===== src/rtl/fp_link_pkg.sv =====
// Shared types and constants for the byte-serial FP32 add/sub host link.
package fp_link_pkg;

    typedef enum logic [2:0] {
        IDLE   = 3'd0,
        LOAD_A = 3'd1,
        LOAD_B = 3'd2,
        WAIT   = 3'd3,
        SEND   = 3'd4
    } state_t;

    localparam logic [7:0] CMD_ADD        = 8'hA0;
    localparam logic [7:0] CMD_SUB        = 8'hA1;
    localparam int         BYTES_PER_WORD = 4;
    localparam logic [1:0] LAST_IDX       = 2'(BYTES_PER_WORD - 1);

    function automatic logic [7:0] byte_sel(input logic [31:0] w, input logic [1:0] idx);
        return w[8*idx +: 8];
    endfunction

endpackage


===== src/rtl/fp_byte_link.sv =====
// Purpose: byte-serial host link feeding operands to the FP32 adder and streaming the result back.
// Latency: first result byte valid RESULT_WAIT+1 cycles after the last operand byte transfers.
// Backpressure: in_ready only in IDLE/LOAD_A/LOAD_B; out_data/out_valid hold while out_ready is low.
module fp_byte_link
    import fp_link_pkg::*;
#(
    parameter int RESULT_WAIT = 1
) (
    input  logic        clk,
    input  logic        rst_n,
    input  logic [7:0]  in_data,
    input  logic        in_valid,
    output logic        in_ready,
    output logic [7:0]  out_data,
    output logic        out_valid,
    input  logic        out_ready,
    output logic [31:0] op_a,
    output logic [31:0] op_b,
    output logic        op_sub,
    input  logic [31:0] op_result,
    output logic        busy,
    output logic        cmd_err
);

    state_t      state, state_nx;
    logic [1:0]  cnt, cnt_nx;
    logic [3:0]  wcnt, wcnt_nx;
    logic [31:0] rslt;
    logic        op_sub_nx;
    logic        cmd_err_nx;
    logic        out_valid_nx;
    logic [7:0]  out_data_nx;
    logic        ld_a, ld_b, cap;
    logic        in_hs, out_hs;

    assign in_ready = (state == IDLE) || (state == LOAD_A) || (state == LOAD_B);
    assign busy     = (state != IDLE);
    assign in_hs    = in_valid && in_ready;
    assign out_hs   = out_valid && out_ready;

    always_comb begin
        state_nx     = state;
        cnt_nx       = cnt;
        wcnt_nx      = wcnt;
        op_sub_nx    = op_sub;
        cmd_err_nx   = 1'b0;
        out_valid_nx = out_valid;
        out_data_nx  = out_data;
        ld_a         = 1'b0;
        ld_b         = 1'b0;
        cap          = 1'b0;
        case (state)
            IDLE: begin
                if (in_hs) begin
                    if (in_data == CMD_ADD) begin
                        op_sub_nx = 1'b0;
                        cnt_nx    = 2'd0;
                        state_nx  = LOAD_A;
                    end else if (in_data == CMD_SUB) begin
                        op_sub_nx = 1'b1;
                        cnt_nx    = 2'd0;
                        state_nx  = LOAD_A;
                    end else begin
                        cmd_err_nx = 1'b1;
                    end
                end
            end
            LOAD_A: begin
                if (in_hs) begin
                    ld_a   = 1'b1;
                    cnt_nx = cnt + 2'd1;
                    if (cnt == LAST_IDX) state_nx = LOAD_B;
                end
            end
            LOAD_B: begin
                if (in_hs) begin
                    ld_b   = 1'b1;
                    cnt_nx = cnt + 2'd1;
                    if (cnt == LAST_IDX) begin
                        state_nx = WAIT;
                        wcnt_nx  = 4'(RESULT_WAIT);
                    end
                end
            end
            WAIT: begin
                wcnt_nx = wcnt - 4'd1;
                // Capture on the last wait cycle so a pipelined adder gets RESULT_WAIT cycles to settle.
                if (wcnt == 4'd1) begin
                    cap          = 1'b1;
                    cnt_nx       = 2'd0;
                    out_valid_nx = 1'b1;
                    out_data_nx  = op_result[7:0];
                    state_nx     = SEND;
                end
            end
            SEND: begin
                if (out_hs) begin
                    cnt_nx      = cnt + 2'd1;
                    out_data_nx = byte_sel(rslt, cnt + 2'd1);
                    if (cnt == LAST_IDX) begin
                        out_valid_nx = 1'b0;
                        state_nx     = IDLE;
                    end
                end
            end
            default: begin
                state_nx     = IDLE;
                out_valid_nx = 1'b0;
            end
        endcase
    end

    always_ff @(posedge clk) begin
        if (!rst_n) begin
            state     <= IDLE;
            cnt       <= 2'd0;
            wcnt      <= 4'd0;
            op_a      <= 32'd0;
            op_b      <= 32'd0;
            op_sub    <= 1'b0;
            rslt      <= 32'd0;
            out_data  <= 8'd0;
            out_valid <= 1'b0;
            cmd_err   <= 1'b0;
        end else begin
            state     <= state_nx;
            cnt       <= cnt_nx;
            wcnt      <= wcnt_nx;
            op_sub    <= op_sub_nx;
            out_data  <= out_data_nx;
            out_valid <= out_valid_nx;
            cmd_err   <= cmd_err_nx;
            if (ld_a) op_a[8*cnt +: 8] <= in_data;
            if (ld_b) op_b[8*cnt +: 8] <= in_data;
            if (cap)  rslt <= op_result;
        end
    end

endmodule


===== config.mk =====
export PLATFORM = sky130hd
export DESIGN_NAME = fp_byte_link
export DESIGN_NICKNAME = d
export VERILOG_FILES = /design/src/rtl/fp_link_pkg.sv /design/src/rtl/fp_byte_link.sv
export SDC_FILE = /design/constraint.sdc
export NUM_CORES = 1
export LEC_CHECK = 0
export CAP_MARGIN = 30
export CORE_ASPECT_RATIO = 1.25
export CORE_MARGIN = 3
export CORE_UTILIZATION = 31
export DETAILED_ROUTE_END_ITERATION = 16
export PLACE_DENSITY_LB_ADDON = 0.08
export SLEW_MARGIN = 25
export SYNTH_ARGS = -nofsm -noshare
export SYNTH_HDL_FRONTEND = slang
export SYNTH_SLANG_ARGS = --single-unit

===== constraint.sdc =====
create_clock -name clk -period 4 [get_ports clk]
set_clock_uncertainty 0.2 [all_clocks]
set_input_delay 0.8 -clock clk [delete_from_list [all_inputs] [get_ports clk]]
set_output_delay 0.8 -clock clk [all_outputs]
set_load 0.01 [all_outputs]

After elaboration in Yosys (flattened, before gate mapping). Index checks and enable logic that the tools add are counted. W data, S select, Z words.

Register bits: 116. Input bits: 44. Logic and storage cells: 95.

Add/sub/neg operators: 3. Equality and inequality tests: 18. Shifts and indexed selects: 3. Mux-type cells: 38. Bitwise operators: 4. Reduce and logical (&&, ||, !) cells: 19.

Operator list (number): $bwmux W32 (2); $neg A5 Y34 (1); $shift A8 B34 Y32 const A (1); $shiftx A8 B34 Y32 (1); $shiftx A32 B6 Y8 (1); $mux W3 (10); $eq A8 B8 Y1 const B (2); $mux W8 (2); $pmux W8 S2 (1); $pmux W3 S5 (1); $mux W2 (6); $ne A2 B2 Y1 const B (6); $mux W1 (11); $reduce_and A3 Y1 (3); $reduce_and A9 Y1 (1); $mux W4 (2); $pmux W2 S4 (1); $pmux W4 S2 (1); $eq A3 B2 Y1 const B (2); $ne A2 B1 Y1 const B (3); $reduce_and A6 Y1 (1); $reduce_bool A2 Y1 (3); $eq A4 B1 Y1 const B (1); $not A1 Y1 (4); 16 further kinds (18).

Logic depth before layout (Yosys ltp). Gate-level depths: netlist of the first run.

Depth after elaboration: 6. Depth in mapped cells: 7.

Worst setup path before layout of the first run. OpenSTA, ideal clock, no wires.

Kind: input to register. Start: input in_data[1]. End: register cnt[0]. Arrival time: 1.935 ns. Data required time: 3.682 ns. Setup slack: 1.747 ns. Stages: 5. Buffers on the path: 1. Cells stage by stage: buf_6 > and4bb_2 > a21oi_2 > or4_4 > mux2i_1.

Longest elaborated chain between the ends: 4. Elaborated cells on any way between the ends: 7. Those cells by class: eq/ne (3); mux (3); reduce/logical (1).

RTL lines: start, declared (line fp_byte_link.sv:11) `input logic [7:0] in_data,`; $eq A8 B8 Y1 (line fp_byte_link.sv:55) `if (in_data == CMD_ADD) begin`; $mux W2 (line fp_byte_link.sv:55); $mux W2 (line fp_byte_link.sv:54) `if (in_hs) begin`; $pmux W2 S4 (line fp_byte_link.sv:52) `case (state)`; end signal, assigned (line fp_byte_link.sv:127) `cnt <= cnt_nx;`; end, declared (line fp_byte_link.sv:26) `logic [1:0] cnt, cnt_nx;`.

Parallel ways exist; a longest one is shown, timed or not. The select of a mux whose other input is x is not followed. A chain may end at the register's enable or synchronous reset.

Final worst setup path of the first run.
Start: register state[0]. End: output busy.

Longest elaborated chain between the ends: 1.

RTL lines: start, declared (line fp_byte_link.sv:25) `state_t state, state_nx;`; start signal, assigned (line fp_byte_link.sv:126) `state <= state_nx;`; $reduce_bool A3 Y1 (line fp_byte_link.sv:37) `assign busy = (state != IDLE);`; end, declared (line fp_byte_link.sv:21) `output logic busy,`.

No other way between the ends.

==> results.json, run 1 <==
{
  "drive_gt1_share_pct": 10.1,
  "hp-start": "rslt[31]$_SDFFE_PN0P_",
  "clock_latency_ns": 0.41,
  "cts_buffers": 17,
  "dieArea_mm2": 0.0181,
  "track_usage_pct": 17.2,
  "path_clk_slew_ns": 0.05,
  "post_cts_resized": 0,
  "synth_compound_area_share_pct": 18.5,
  "rows": 51,
  "crit_path_end_kind": "primary output",
  "firstDrtPassIters": 6,
  "reg2regPathDepth": 4,
  "cp_max_fo": 14,
  "power_frac_clock_pct": 56.2,
  "power.total_uw": 2890,
  "grt_pass1_wl_um": 24200,
  "postSynthCellCount": 582,
  "endpoint": "busy",
  "worstMarginPinSlew_ns": 0.762,
  "grt_pass1_vias": 4630,
  "synth_top_family_by_area": "simple AND/OR/NAND/NOR gates",
  "ys_ff_latch": 116,
  "arrival_ns": 1.84,
  "synth_fp_nets": 633,
  "syn_avg_cell_area_um2": 8.77,
  "diodes": 0,
  "finalCritPeriodShare_pct": 70.9,
  "post_cts.repair.setup_buffers": 0,
  "yosys.area.top_type": "dfxtp_1",
  "io_buffers": 120,
  "antenna_found_initial": 0,
  "wl_um": 15100,
  "clk_path_buf_depth": 2,
  "synth_edf_count": 0,
  "synth_warnings": 0,
  "relSlewSlack_pct": 49.2,
  "use_met2_pct": 30.0,
  "ys_seq_area_share_pct": 45.5,
  "setup.worst_path.class": "reg -> out",
  "die_h_um": 149,
  "cts_htree_levels": 4,
  "power_density_mw_per_mm2": 409,
  "vias": 4440,
  "grt_overflow": 0,
  "maxCapViolations": 0,
  "io_pins": 121,
  "syn_area_mm2": 0.00510,
  "antenna_left": 0,
  "root_buffer": "clkbuf_16",
  "internal_power_uw": 2330,
  "p_switching_uw": 562,
  "muxShareOfSynthArea_pct": 4.12,
  "grt-busiest-layer": "met2",
  "fin_tns_setup_ns": 0,
  "outcome": "complete, no violations",
  "start_util_pct": 32.1,
  "drt_iter0_drc": 194,
  "synth-adder-area-share_pct": 1.72,
  "globalRouteMet1Util_pct": 19.8,
  "async_flop_share_pct": 0,
  "cts_tree": "yes",
  "hold_depth": 2,
  "r2r_slack_ns": 1.61,
  "p_leak_uw": 0.00234,
  "via_per_inst": 4.86,
  "crit_path_start_kind": "register",
  "clock-sinks": 116,
  "cts_hold_buf": 0,
  "fmax_ghz": 0.353,
  "combPwrFrac_pct": 3.7,
  "die_x_um": 121,
  "routedWlPerCell_um": 16.5,
  "netlist.area_leader.share_pct": 45.5,
  "synthSimpleGateAreaFrac_pct": 24.0,
  "fin_nets": 740,
  "setup_viol": 0,
  "gp_congestion": 0.765,
  "crit_start": "state[0]$_SDFFE_PN0P_",
  "dp_hpwl_um": 10400,
  "maxSlewViolCount": 0,
  "final.fill_count": 1574,
  "cp.required_ns": 3.00,
  "r2r-end": "out_data[5]$_SDFFE_PN0P_",
  "syn_to_final_growth_pct": 38.4,
  "r2r_start": "state[2]$_SDFFE_PN0P_",
  "p_sw_share_pct": 19.5,
  "synth.area.top_cells": "dfxtp_1 45%, nand2_1 12%, a21boi_0 11%",
  "core_mm2": 0.0159,
  "grt_max_degree": 73,
  "rsz0062_at_grt": "false",
  "hp-class": "reg -> reg",
  "min_period_ns": 2.84,
  "ys.flop_type": "dfxtp_1",
  "yosys.area_share.xor_xnor_pct": 0.515,
  "p_seq_share_pct": 40.1,
  "yosysUniqueCellTypes": 47,
  "use_met3_pct": 4.73,
  "vdd_drop_max_mv": 0.221,
  "hold_violations": 0,
  "drc": 0
}
## metrics by stage
| stage | hold slack [ns] | setup WS (ns) | area (µm²) | util (%) | cells |
|---|---|---|---|---|---|
| after CTS | 0.249 | 1.13 | 7060 | 44.4 | 913 |
| after floorplan | 0.232 | 1.75 | 5100 | - | 582 |
| after global routing | 0.262 | 1.09 | 7070 | 44.5 | 914 |
| after global placement | 0.240 | 1.23 | 6410 | 40.4 | 881 |
| after detailed placement | 0.243 | 1.17 | 6420 | 40.4 | 881 |
| final | 0.249 | 1.16 | 7070 | 44.5 | 914 |
## sequential cells by signal, indices dropped and copies added, names as in the netlist, 2 cells and up
register	cells
op_a	32
state	3
wcnt	4
out_data	8
op_b	32
cnt	2
rslt	32
## synth_stat cells, types with 2 or more instances
cell	n
xnor2_1	2
and2_1	9
and4bb_2	2
mux4_2	8
o21a_1	3
o21ai_0	10
ha_1	7
nand3_1	67
mux2i_1	3
buf_6	8
nor2_1	3
nand2_1	160
buf_4	5
a31oi_1	10
a21oi_1	2
nor3b_2	3
buf_2	13
nor2_2	2
inv_1	5
a21boi_0	74
nor4_1	2
nor3b_1	2
a21boi_1	23
clkbuf_1	21
dfxtp_1	116
## metal layers
| layer | routed length [µm] | share of wire, % |
|---|---|---|
| met4 | 363 | 2.4 |
| met2 | 7550 | 50 |
| met5 | 0 | 0 |
| met1 | 6490 | 43 |
| met3 | 659 | 4.4 |
## cell families (layout without fill, tap and decap cells)
| kind of cell | count (synthesis) | count (layout) |
|---|---|---|
| flops | 116 | 116 |
| mux | 11 | 11 |
| fa+ha+maj | 7 | 7 |
| buf+inv | 52 | 172 |
| simple gates | 263 | 263 |
| xor+xnor | 3 | 3 |
| compound gates | 130 | 130 |
## area by class of cell
type | count | area, µm² | area share [%]
clock buffers | 24 | 492 | 6.96
inverters | 5 | 18.8 | 0.266
multi-input cells | 414 | 2500 | 35.4
clock inverters | 8 | 146 | 2.07
repair buffers | 135 | 1320 | 18.7
flip-flops and latches | 116 | 2320 | 32.9
well taps | 212 | 265 | 3.75
## power by group through the flow
stage	Combinational, µW	Clock, µW	Sequential, µW
after floorplan	46.2	0	1180
after CTS	110	1660	1160
after detailed placement	109	0	1180
after global routing	116	1720	1160
final	108	1620	1160
after global placement	108	0	1180
## worst min path at each step
stage / end
3_3_place_gp: rslt[29]$_SDFFE_PN0P_
4_1_cts: rslt[31]$_SDFFE_PN0P_
2_1_floorplan: rslt[0]$_SDFFE_PN0P_
3_5_place_dp: rslt[31]$_SDFFE_PN0P_
5_1_grt: rslt[31]$_SDFFE_PN0P_
6_report: rslt[31]$_SDFFE_PN0P_
## worst max-delay path, stage by stage, from the launching register on
cell and delay (ns):
dfxtp_1 0.45, or3_1 0.47, clkdlybuf4s50_1 0.51
## layout by cell type (no fill, tap or decap), drive strengths merged, types with 7 or more instances in the layout
cell	count
a21boi	97
a31oi	10
and2	9
buf	16
clkbuf	24
clkdlybuf4s50	119
dfxtp	116
ha	7
mux4	8
nand2	160
nand3	67
o21ai	11
Power figures use the tool's default switching activity.
==> inputs of run 2 (changes only) <==
Clock period 4 ns to 2.75 ns, I/O delays scaled along.
==> results.json, run 2 (same netlist as run 1, synthesis figures left out) <==
{
  "vdd_drop_max_mv": 0.359,
  "hold_violations": 0,
  "grt_max_degree": 34,
  "setup.worst_path.class": "reg -> out",
  "antenna_found_initial": 0,
  "die_h_um": 149,
  "power_frac_clock_pct": 54.7,
  "vias": 4502,
  "max_stage_delay_ns": 0.51,
  "start_util_pct": 32.1,
  "rsz0062_at_grt": "false",
  "antenna_left": 0,
  "layout_common_cells": "160 x nand2_1, 119 x clkdlybuf4s50_1, 116 x dfxtp_1",
  "post_cts_resized": 0,
  "drc": 0,
  "p_leak_uw": 0.00237,
  "fin_nets": 751,
  "r2r_start": "cnt[1]$_SDFFE_PN0P_",
  "fmax_ghz": 0.383,
  "path_cells": "or3_1 > clkdlybuf4s50_1",
  "clock_latency_ns": 0.41,
  "cp.required_ns": 2.00,
  "fin_util_pct": 44.6,
  "power_density_mw_per_mm2": 576,
  "power.total_uw": 4080,
  "fin_tns_setup_ns": 0,
  "top_regs": "op_a x32, op_b x32, rslt x32",
  "hp-start": "rslt[0]$_SDFFE_PN0P_",
  "multi_input_area_mm2": 0.00249,
  "clock-sinks": 116,
  "reg2regPathDepth": 7,
  "internal_power_uw": 3250,
  "cp_max_fo": 14,
  "core_mm2": 0.0159,
  "grt_overflow": 0,
  "via_per_inst": 4.88,
  "cts_hold_buf": 0,
  "wl_um": 15500,
  "maxSlewViolCount": 0,
  "clk_path_buf_depth": 2,
  "root_buffer": "clkbuf_16",
  "diodes": 0,
  "critical_path_buf_inv_count": 1,
  "layout_commonest_cell": "nand2_1",
  "syn_to_final_growth_pct": 38.8,
  "drt_iter0_drc": 224,
  "drive_gt1_share_pct": 11.4,
  "p_sw_share_pct": 20.3,
  "gp_congestion": 0.746,
  "maxCapViolations": 0,
  "dp_hpwl_um": 10900,
  "routedWlPerCell_um": 16.8,
  "regArea_mm2": 0.00232,
  "p_seq_share_pct": 41.3,
  "grt_pass1_wl_um": 24800,
  "crit_path_end_kind": "primary output",
  "path_clk_slew_ns": 0.05,
  "r2r-end": "op_a[16]$_SDFFE_PN0P_",
  "crit_path_start_kind": "register",
  "final.fill_count": 1547,
  "cpMaxStageDelayCell": "clkdlybuf4s50_1",
  "cts_htree_levels": 4,
  "setup_viol": 0,
  "firstDrtPassIters": 4,
  "arrival_ns": 1.86,
  "finalCritPeriodShare_pct": 95.0,
  "hold_depth": 2,
  "track_usage_pct": 17.8,
  "dp_cells": 893,
  "cts_tree": "yes",
  "p_switching_uw": 828,
  "hp-class": "reg -> reg",
  "rows": 51,
  "final_cells": 923,
  "grt_pass1_vias": 4609,
  "dieArea_mm2": 0.0181,
  "io_buffers": 120,
  "r2r_slack_ns": 0.52,
  "io_pins": 121,
  "min_period_ns": 2.61,
  "cts_buffers": 17,
  "combPwrFrac_pct": 4.0,
  "outcome": "complete, no violations",
  "worstMarginPinSlew_ns": 0.611,
  "post_cts.repair.setup_buffers": 0,
  "hold_end": "rslt[0]$_SDFFE_PN0P_",
  "path_delay_family": "buffers and inverters",
  "die_x_um": 121,
  "relSlewSlack_pct": 59.2
}
run 2: power by group through the flow:
| stage | Sequential, µW | Combinational, µW | Clock, µW |
|---|---|---|---|
| after detailed placement | 1720 | 165 | 0 |
| after global routing | 1680 | 175 | 2350 |
| after CTS | 1680 | 167 | 2270 |
| after global placement | 1720 | 166 | 0 |
| final | 1680 | 164 | 2230 |
| after floorplan | 1720 | 67.2 | 0 |
run 2: metal layers:
layer | share of wire [%] | GRT usage [%] | vias to the layer above
li1 | - | - | 2231
met1 | 43 | 21.3 | 2151
met2 | 51 | 31.1 | 106
met3 | 4.9 | 5.18 | 14
met4 | 1.2 | 5.33 | 0
met5 | 0 | 0 | -
run 2: tightest hold or removal path, cell delays in order (launching register included):
cell      delay (ns)
dfxtp_1         0.30
nand2_1         0.05
a21boi_1        0.05
run 2: worst max path at each step:
stage	end	depth (start not counted)	start
floorplan	op_a[0]$_SDFFE_PN0P_	7	cnt[0]$_SDFFE_PN0P_
global placement	cnt[0]$_SDFFE_PN0P_	5	in_data[1]
detailed placement	cnt[1]$_SDFFE_PN0P_	5	in_data[1]
CTS	busy	2	state[0]$_SDFFE_PN0P_
global route	busy	2	state[0]$_SDFFE_PN0P_
finish	busy	2	state[0]$_SDFFE_PN0P_
run 2: area by class of cell:
cell class	count	share of cell area, %
Tap cell	212	3.74
Sequential cell	116	32.8
Multi-Input combinational cell	414	35.2
Clock inverter	10	1.85
Clock buffer	20	6.58
Inverter	5	0.265
Timing Repair Buffer	146	19.6
run 2: through the flow:
step                hold slack (ns)  setup WS, ns  cell area, µm²
finish                        0.249         0.137            7090
global placement              0.241         0.279            6490
CTS                           0.250         0.121            7090
global route                  0.266        0.0664            7090
detailed placement            0.243         0.256            6490
floorplan                     0.232         0.686            5100
